===== config.mk =====
export PLATFORM = sky130hd
export DESIGN_NAME = id_ex_pipe_reg_flat
export DESIGN_NICKNAME = d
export VERILOG_FILES = /design/src/rtl/cpu_pkg.sv /design/src/rtl/id_ex_pipe_reg_if.sv /design/src/rtl/pipe_field_reg.sv /design/src/rtl/id_ex_pipe_reg.sv /design/src/flat_wrapper.sv
export SDC_FILE = /design/constraint.sdc
export NUM_CORES = 1
export LEC_CHECK = 0
export CAP_MARGIN = 5
export CORE_ASPECT_RATIO = 1.5
export CORE_MARGIN = 2
export CORE_UTILIZATION = 40
export CTS_CLUSTER_SIZE = 40
export DETAILED_ROUTE_END_ITERATION = 8
export PLACE_DENSITY_LB_ADDON = 0.05
export RECOVER_POWER = 25
export SLEW_MARGIN = 0
export SYNTH_ARGS = -nofsm -noshare
export SYNTH_HDL_FRONTEND = slang
export SYNTH_HIERARCHICAL = 1
export SYNTH_SLANG_ARGS = --single-unit

===== constraint.sdc =====
create_clock -name clk_i -period 2.45 [get_ports clk_i]
set_input_delay 0.3675 -clock clk_i [delete_from_list [all_inputs] [get_ports clk_i]]
set_output_delay 0.3675 -clock clk_i [all_outputs]
set_load 0.02 [all_outputs]

===== src/rtl/cpu_pkg.sv =====
// Shared CPU definitions: control word width, control bit positions and type.
// Used by every pipeline register (IF/ID, ID/EX, EX/MEM).
package cpu_pkg;
   localparam int CTRL_W     = 10;

   localparam int REG_WRITE  = 0;
   localparam int MEM_TO_REG = 1;
   localparam int MEM_READ   = 2;
   localparam int MEM_WRITE  = 3;
   localparam int BRANCH     = 4;
   localparam int ALU_SRC    = 5;
   localparam int REG_DST    = 6;
   localparam int ALU_OP_LO  = 7;
   localparam int ALU_OP_HI  = 9;

   typedef logic [CTRL_W-1:0] ctrl_t;

   // True when the control word can change architectural state.
   function automatic logic ctrl_has_side_effect(input ctrl_t c);
      return c[REG_WRITE] | c[MEM_WRITE];
   endfunction
endpackage


===== src/rtl/id_ex_pipe_reg_if.sv =====
// ID/EX pipeline register bus: hazard controls, decode-stage inputs, EX-stage outputs.
// master = ID stage / hazard unit side, slave = the pipeline register.
interface id_ex_pipe_reg_if #(
   parameter int DATA_W  = 32,
   parameter int RADDR_W = 5,
   parameter int CTRL_W  = cpu_pkg::CTRL_W
);
   logic               stall_i;
   logic               flush_i;
   logic               valid_i;
   logic [DATA_W-1:0]  pc_plus4_i;
   logic [DATA_W-1:0]  rs_data_i;
   logic [DATA_W-1:0]  rt_data_i;
   logic [DATA_W-1:0]  imm_i;
   logic [RADDR_W-1:0] rs_addr_i;
   logic [RADDR_W-1:0] rt_addr_i;
   logic [RADDR_W-1:0] rd_addr_i;
   logic [4:0]         shamt_i;
   logic [CTRL_W-1:0]  ctrl_i;

   logic               valid_o;
   logic [DATA_W-1:0]  pc_plus4_o;
   logic [DATA_W-1:0]  rs_data_o;
   logic [DATA_W-1:0]  rt_data_o;
   logic [DATA_W-1:0]  imm_o;
   logic [RADDR_W-1:0] rs_addr_o;
   logic [RADDR_W-1:0] rt_addr_o;
   logic [RADDR_W-1:0] rd_addr_o;
   logic [4:0]         shamt_o;
   logic [CTRL_W-1:0]  ctrl_o;
   logic [15:0]        bubble_cnt_o;

   modport master (
      output stall_i, flush_i, valid_i, pc_plus4_i, rs_data_i, rt_data_i, imm_i,
             rs_addr_i, rt_addr_i, rd_addr_i, shamt_i, ctrl_i,
      input  valid_o, pc_plus4_o, rs_data_o, rt_data_o, imm_o,
             rs_addr_o, rt_addr_o, rd_addr_o, shamt_o, ctrl_o, bubble_cnt_o
   );

   modport slave (
      input  stall_i, flush_i, valid_i, pc_plus4_i, rs_data_i, rt_data_i, imm_i,
             rs_addr_i, rt_addr_i, rd_addr_i, shamt_i, ctrl_i,
      output valid_o, pc_plus4_o, rs_data_o, rt_data_o, imm_o,
             rs_addr_o, rt_addr_o, rd_addr_o, shamt_o, ctrl_o, bubble_cnt_o
   );
endinterface


===== src/rtl/pipe_field_reg.sv =====
// One pipeline field: sync active-low reset, flush clears, stall holds, else load.
module pipe_field_reg #(
   parameter int DATA_W = 32
) (
   input  logic              clk_i,
   input  logic              rst_i,
   input  logic              stall_i,
   input  logic              flush_i,
   input  logic [DATA_W-1:0] d_i,
   output logic [DATA_W-1:0] q_o
);
   logic [DATA_W-1:0] r_q;

   always_ff @(posedge clk_i) begin
      if (!rst_i)        r_q <= '0;
      else if (flush_i)  r_q <= '0;
      else if (!stall_i) r_q <= d_i;
   end

   assign q_o = r_q;
endmodule


===== src/rtl/id_ex_pipe_reg.sv =====
// ID/EX pipeline register: per-field registers with stall/flush plus a
// saturating count of flush-inserted bubbles.
module id_ex_pipe_reg
   import cpu_pkg::*;
#(
   parameter int DATA_W  = 32,
   parameter int RADDR_W = 5,
   parameter int CTRL_W  = cpu_pkg::CTRL_W
) (
   input  logic             clk_i,
   input  logic             rst_i,
   id_ex_pipe_reg_if.slave  bus
);
   logic [CTRL_W-1:0] w_ctrl_d;
   logic [15:0]       r_bubble_cnt;

   // An invalid ID slot must not carry enables into EX.
   assign w_ctrl_d = bus.valid_i ? bus.ctrl_i : '0;

   pipe_field_reg #(.DATA_W(1)) u_valid (
      .clk_i(clk_i), .rst_i(rst_i), .stall_i(bus.stall_i), .flush_i(bus.flush_i),
      .d_i(bus.valid_i), .q_o(bus.valid_o));

   pipe_field_reg #(.DATA_W(DATA_W)) u_pc (
      .clk_i(clk_i), .rst_i(rst_i), .stall_i(bus.stall_i), .flush_i(bus.flush_i),
      .d_i(bus.pc_plus4_i), .q_o(bus.pc_plus4_o));

   pipe_field_reg #(.DATA_W(DATA_W)) u_rs_data (
      .clk_i(clk_i), .rst_i(rst_i), .stall_i(bus.stall_i), .flush_i(bus.flush_i),
      .d_i(bus.rs_data_i), .q_o(bus.rs_data_o));

   pipe_field_reg #(.DATA_W(DATA_W)) u_rt_data (
      .clk_i(clk_i), .rst_i(rst_i), .stall_i(bus.stall_i), .flush_i(bus.flush_i),
      .d_i(bus.rt_data_i), .q_o(bus.rt_data_o));

   pipe_field_reg #(.DATA_W(DATA_W)) u_imm (
      .clk_i(clk_i), .rst_i(rst_i), .stall_i(bus.stall_i), .flush_i(bus.flush_i),
      .d_i(bus.imm_i), .q_o(bus.imm_o));

   pipe_field_reg #(.DATA_W(RADDR_W)) u_rs_addr (
      .clk_i(clk_i), .rst_i(rst_i), .stall_i(bus.stall_i), .flush_i(bus.flush_i),
      .d_i(bus.rs_addr_i), .q_o(bus.rs_addr_o));

   pipe_field_reg #(.DATA_W(RADDR_W)) u_rt_addr (
      .clk_i(clk_i), .rst_i(rst_i), .stall_i(bus.stall_i), .flush_i(bus.flush_i),
      .d_i(bus.rt_addr_i), .q_o(bus.rt_addr_o));

   pipe_field_reg #(.DATA_W(RADDR_W)) u_rd_addr (
      .clk_i(clk_i), .rst_i(rst_i), .stall_i(bus.stall_i), .flush_i(bus.flush_i),
      .d_i(bus.rd_addr_i), .q_o(bus.rd_addr_o));

   pipe_field_reg #(.DATA_W(5)) u_shamt (
      .clk_i(clk_i), .rst_i(rst_i), .stall_i(bus.stall_i), .flush_i(bus.flush_i),
      .d_i(bus.shamt_i), .q_o(bus.shamt_o));

   pipe_field_reg #(.DATA_W(CTRL_W)) u_ctrl (
      .clk_i(clk_i), .rst_i(rst_i), .stall_i(bus.stall_i), .flush_i(bus.flush_i),
      .d_i(w_ctrl_d), .q_o(bus.ctrl_o));

   // Counts flushes only; a load with valid_i=0 is not a bubble here.
   always_ff @(posedge clk_i) begin
      if (!rst_i)
         r_bubble_cnt <= '0;
      else if (bus.flush_i && (r_bubble_cnt != 16'hFFFF))
         r_bubble_cnt <= r_bubble_cnt + 16'd1;
   end

   assign bus.bubble_cnt_o = r_bubble_cnt;
endmodule


===== src/flat_wrapper.sv =====
// flat-port wrapper written by rule: the top's interface ports become plain ports
module id_ex_pipe_reg_flat import cpu_pkg::*;
#(
   parameter int DATA_W  = 32,
   parameter int RADDR_W = 5,
   parameter int CTRL_W  = cpu_pkg::CTRL_W
)
  (clk_i, rst_i, bus_stall_i, bus_flush_i, bus_valid_i, bus_pc_plus4_i, bus_rs_data_i, bus_rt_data_i, bus_imm_i, bus_rs_addr_i, bus_rt_addr_i, bus_rd_addr_i, bus_shamt_i, bus_ctrl_i, bus_valid_o, bus_pc_plus4_o, bus_rs_data_o, bus_rt_data_o, bus_imm_o, bus_rs_addr_o, bus_rt_addr_o, bus_rd_addr_o, bus_shamt_o, bus_ctrl_o, bus_bubble_cnt_o);
  id_ex_pipe_reg_if #(.DATA_W(DATA_W), .RADDR_W(RADDR_W), .CTRL_W(CTRL_W)) bus_i ();
  input  logic clk_i;
  input  logic rst_i;
  input wire logic [$bits(bus_i.stall_i)-1:0] bus_stall_i;
  input wire logic [$bits(bus_i.flush_i)-1:0] bus_flush_i;
  input wire logic [$bits(bus_i.valid_i)-1:0] bus_valid_i;
  input wire logic [$bits(bus_i.pc_plus4_i)-1:0] bus_pc_plus4_i;
  input wire logic [$bits(bus_i.rs_data_i)-1:0] bus_rs_data_i;
  input wire logic [$bits(bus_i.rt_data_i)-1:0] bus_rt_data_i;
  input wire logic [$bits(bus_i.imm_i)-1:0] bus_imm_i;
  input wire logic [$bits(bus_i.rs_addr_i)-1:0] bus_rs_addr_i;
  input wire logic [$bits(bus_i.rt_addr_i)-1:0] bus_rt_addr_i;
  input wire logic [$bits(bus_i.rd_addr_i)-1:0] bus_rd_addr_i;
  input wire logic [$bits(bus_i.shamt_i)-1:0] bus_shamt_i;
  input wire logic [$bits(bus_i.ctrl_i)-1:0] bus_ctrl_i;
  output wire logic [$bits(bus_i.valid_o)-1:0] bus_valid_o;
  output wire logic [$bits(bus_i.pc_plus4_o)-1:0] bus_pc_plus4_o;
  output wire logic [$bits(bus_i.rs_data_o)-1:0] bus_rs_data_o;
  output wire logic [$bits(bus_i.rt_data_o)-1:0] bus_rt_data_o;
  output wire logic [$bits(bus_i.imm_o)-1:0] bus_imm_o;
  output wire logic [$bits(bus_i.rs_addr_o)-1:0] bus_rs_addr_o;
  output wire logic [$bits(bus_i.rt_addr_o)-1:0] bus_rt_addr_o;
  output wire logic [$bits(bus_i.rd_addr_o)-1:0] bus_rd_addr_o;
  output wire logic [$bits(bus_i.shamt_o)-1:0] bus_shamt_o;
  output wire logic [$bits(bus_i.ctrl_o)-1:0] bus_ctrl_o;
  output wire logic [$bits(bus_i.bubble_cnt_o)-1:0] bus_bubble_cnt_o;
  assign bus_i.stall_i = bus_stall_i;
  assign bus_i.flush_i = bus_flush_i;
  assign bus_i.valid_i = bus_valid_i;
  assign bus_i.pc_plus4_i = bus_pc_plus4_i;
  assign bus_i.rs_data_i = bus_rs_data_i;
  assign bus_i.rt_data_i = bus_rt_data_i;
  assign bus_i.imm_i = bus_imm_i;
  assign bus_i.rs_addr_i = bus_rs_addr_i;
  assign bus_i.rt_addr_i = bus_rt_addr_i;
  assign bus_i.rd_addr_i = bus_rd_addr_i;
  assign bus_i.shamt_i = bus_shamt_i;
  assign bus_i.ctrl_i = bus_ctrl_i;
  assign bus_valid_o = bus_i.valid_o;
  assign bus_pc_plus4_o = bus_i.pc_plus4_o;
  assign bus_rs_data_o = bus_i.rs_data_o;
  assign bus_rt_data_o = bus_i.rt_data_o;
  assign bus_imm_o = bus_i.imm_o;
  assign bus_rs_addr_o = bus_i.rs_addr_o;
  assign bus_rt_addr_o = bus_i.rt_addr_o;
  assign bus_rd_addr_o = bus_i.rd_addr_o;
  assign bus_shamt_o = bus_i.shamt_o;
  assign bus_ctrl_o = bus_i.ctrl_o;
  assign bus_bubble_cnt_o = bus_i.bubble_cnt_o;
  id_ex_pipe_reg #(.DATA_W(DATA_W), .RADDR_W(RADDR_W), .CTRL_W(CTRL_W)) u_core (.clk_i(clk_i), .rst_i(rst_i), .bus(bus_i));
endmodule

==> run_results.csv <==
group,metric,value,unit
sta,rsz0062_at_grt,"no",
power_and_ir_drop,p_int,0.00507,W
synth,syn_nets,787,
power_and_ir_drop,power,0.00665,W
sta,final.min_clock_period,1.92,ns
clock_network,cts_root_buf,"clkbuf_16",
power_and_ir_drop,power_density,621,mW/mm^2
sta,drv_slew,0,
sta,fin_hold_ws,0.492,ns
sta,worstMarginPinSlew,0.730,ns
synth,synth.distinct_cells,40,
critical_path,end_kind,"flip-flop",
run_status,outcome,"finished, final reports clean",
cells_and_area,final_area,0.0107,sq mm
clock_network,clk_pin_slew,0.06,ns
critical_path,cp_max_fo,7,
power_and_ir_drop,p_switching,0.00157,W
critical_path,required,2.78,ns
clock_network,post-cts-setup-buffer-count,0,
place,io_buffers,337,
place,gp_congestion,0.808,
route,drc,0,
global_route,groute.usage.overall,20.8,%
global_route,antenna_found_initial,1,
floorplan,core,0.0166,sq mm
power_and_ir_drop,combPwrFrac,13.6,%
clock_network,cts_buffer_depth,2,
synth,synth-edff-count,0,
sta,setup_violations,0,
clock_network,post_cts_resized,0,
floorplan,ios,338,
synth,synth_seq_cells,175,
route,drt-total-wl,19100,microns
power_and_ir_drop,switching_share,23.7,%
synth,async_reset_ff_share,0,%
clock_network,cts.sinks,175,
critical_path,criticalPathCategory,"flip-flop to flip-flop",
route,dr.pass1.iters,4,
power_and_ir_drop,power_frac_seq,44.8,%
floorplan,die_w,110,microns
clock_network,postCtsHoldBufs,0,
synth,synth_ff_type,"dfxtp_1",
synth,synth_area_per_cell,10.8,sq um
clock_network,cts_buffers,17,
place,placed_cell_area,0.0101,sq mm
sta,hold_viol,0,
synth,syn_inst,623,
sta,fmax,0.522,GHz
cells_and_area,drive_gt1_share,5.57,%
sta,finalClockSkew,0.00519,ns
synth,synth.cell_area,0.00672,sq mm
floorplan,die_area,0.0179,sq mm
global_route,grt_max_degree,37,
sta,finalSetupTns,0,ns
cells_and_area,syn_to_final_growth,59.2,%
route,drt.antenna.violating_nets,0,
global_route,grt_pass1_wl,28600,microns
route,avgViaCountPerCell,4.77,
global_route,grt_pass1_vias,5613,
sta,min_period_over_period,78.2,%
cells_and_area,fin_nets,1121,
critical_path,cp.arrival,2.25,ns
place,pre_cts_ws,0.361,ns
sta,slew_headroom,51.4,%
synth,yosysSeqAreaShare,52.2,%
floorplan,die_h,163,microns
place,dp_hpwl,14700,microns
min_path,hold_class,"flip-flop to flip-flop",
route,wl_per_cell,16.2,microns
floorplan,rows,58,
power_and_ir_drop,peakVddDrop,0.494,mV
clock_network,clk_latency,0.41,ns
synth,ys_warn_count,6,
critical_path,rrSetupSlack,0.53,ns
power_and_ir_drop,p_leak,4.36,nW
floorplan,initial_core_util,40.4,%
critical_path,critPathLaunchType,"flip-flop",
run,cap_violations,0,
sta,setup_slack,0.535,ns
route,initialDrtViolationCount,113,
clock_network,cts_htree_levels,4,
global_route,gr-total-overflow,0,
clock_network,cts_tree,"built",
power_and_ir_drop,power_frac_clock,41.6,%
route,vias,5628,
## per-layer routing
metal / global-route usage (%) / up-vias / wire (microns)
li1: - / 2771 / -
met1: 20.7 / 2604 / 6830
met2: 38.3 / 222 / 10100
met3: 6.96 / 31 / 1640
met4: 8.69 / 0 / 527
met5: 0 / - / 0
## final cells by class
class / count / area (sq um)
flip-flops and latches: 175 / 3500
clock buffers: 17 / 425
diodes: 1 / 2.50
repair buffers: 351 / 3520
inverters: 1 / 3.75
fillers: 1421 / 5920
clock inverters: 15 / 183
multi-input cells: 411 / 2800
well taps: 210 / 263
## worst paths after layout
path	start	endpoint	cells after the start
max	u_core/bus.bubble_cnt_o[4]	u_core/bus.bubble_cnt_o[15]	4
min reg2reg	u_core/u_imm/q_o[12]	u_core/u_imm/q_o[12]	2
min	u_core/u_imm/q_o[12]	u_core/u_imm/q_o[12]	2
max reg2reg	u_core/bus.bubble_cnt_o[4]	u_core/bus.bubble_cnt_o[15]	4
## logic make-up (layout without fill, tap and decap cells)
group / after synthesis / after routing / share of synthesized area, %
other: 0 / 1 / 0
muxes: 160 / 160 / 23.8
buffers and inverters: 37 / 384 / 6.22
DFF: 175 / 175 / 52.2
AOI/OAI and AO/OA: 26 / 26 / 2.64
xor gates and xnor gates: 3 / 3 / 0.391
and+or+nand+nor: 221 / 221 / 14.6
adders and majority gates: 1 / 1 / 0.186
## synth_stat cells (2+ instances only)
master | n | share of area [%]
a21oi_1 | 8 | 0.60
a31oi_1 | 2 | 0.19
and2_1 | 11 | 1.0
and4_1 | 3 | 0.39
buf_12 | 12 | 3.6
buf_2 | 12 | 0.89
buf_6 | 9 | 1.5
clkbuf_1 | 2 | 0.11
dfxtp_1 | 175 | 52
mux2i_1 | 160 | 24
nand2_1 | 11 | 0.61
nand2b_1 | 10 | 0.93
nand3_1 | 5 | 0.37
nand4_1 | 3 | 0.28
nor2_1 | 164 | 9.2
nor3_1 | 2 | 0.15
o21ai_0 | 5 | 0.37
o31ai_1 | 2 | 0.22
or3_1 | 3 | 0.28
or4_1 | 2 | 0.22
xor2_1 | 3 | 0.39
## cell usage in the layout, fill, tap and decap left out, drive strengths merged, types with 2 or more instances in the layout
master	count
a31oi	2
o41ai	2
clkbuf	22
o21ai	5
nand3	5
nand2	11
clkdlybuf4s50	335
mux2i	160
o31ai	2
dfxtp	175
and4	3
inv	5
or3	3
xor2	3
bufinv	3
or4	4
a21oi	8
clkinv	7
and2	12
nor2	164
buf	10
nor3	2
nand2b	10
nand4	4
## flip-flops by register name, summed over array words and instances, names as in the netlist
| name | cells |
|---|---|
| u_core/u_rt_data/q_o | 32 |
| u_core/u_rs_data/q_o | 32 |
| u_core/u_ctrl/q_o | 10 |
| u_core/u_shamt/q_o | 5 |
| u_core/u_rd_addr/q_o | 5 |
| u_core/u_pc/q_o | 32 |
| u_core/u_rs_addr/q_o | 5 |
| u_core/u_valid/q_o | 1 |
| u_core/u_imm/q_o | 32 |
| u_core/bus.bubble_cnt_o | 16 |
| u_core/u_rt_addr/q_o | 5 |
## stage by stage
stage          cells  utilization, %
6_report        1181            64.4
5_1_grt         1181            64.4
4_1_cts         1180            64.4
3_5_place_dp    1148            60.8
3_3_place_gp    1148            60.8
2_1_floorplan    623               -
## power by group through the flow
| stage | registers (W) | clock network (W) | logic (W) |
|---|---|---|---|
| floorplan | 0.00315 | 0 | 0.000339 |
| global placement | 0.00304 | 0 | 0.000896 |
| detailed placement | 0.00304 | 0 | 0.000910 |
| CTS | 0.00298 | 0.00284 | 0.000915 |
| global route | 0.00299 | 0.00296 | 0.000965 |
| finish | 0.00298 | 0.00276 | 0.000903 |
## worst max-delay path, cell delays in order, from the launching register on
cell and delay, ns:
dfxtp_1 0.44, nand4_1 0.23, or4_4 0.58, or4_1 0.40
a21oi_1 0.18
No activity file was read; power rests on OpenSTA's default activity.
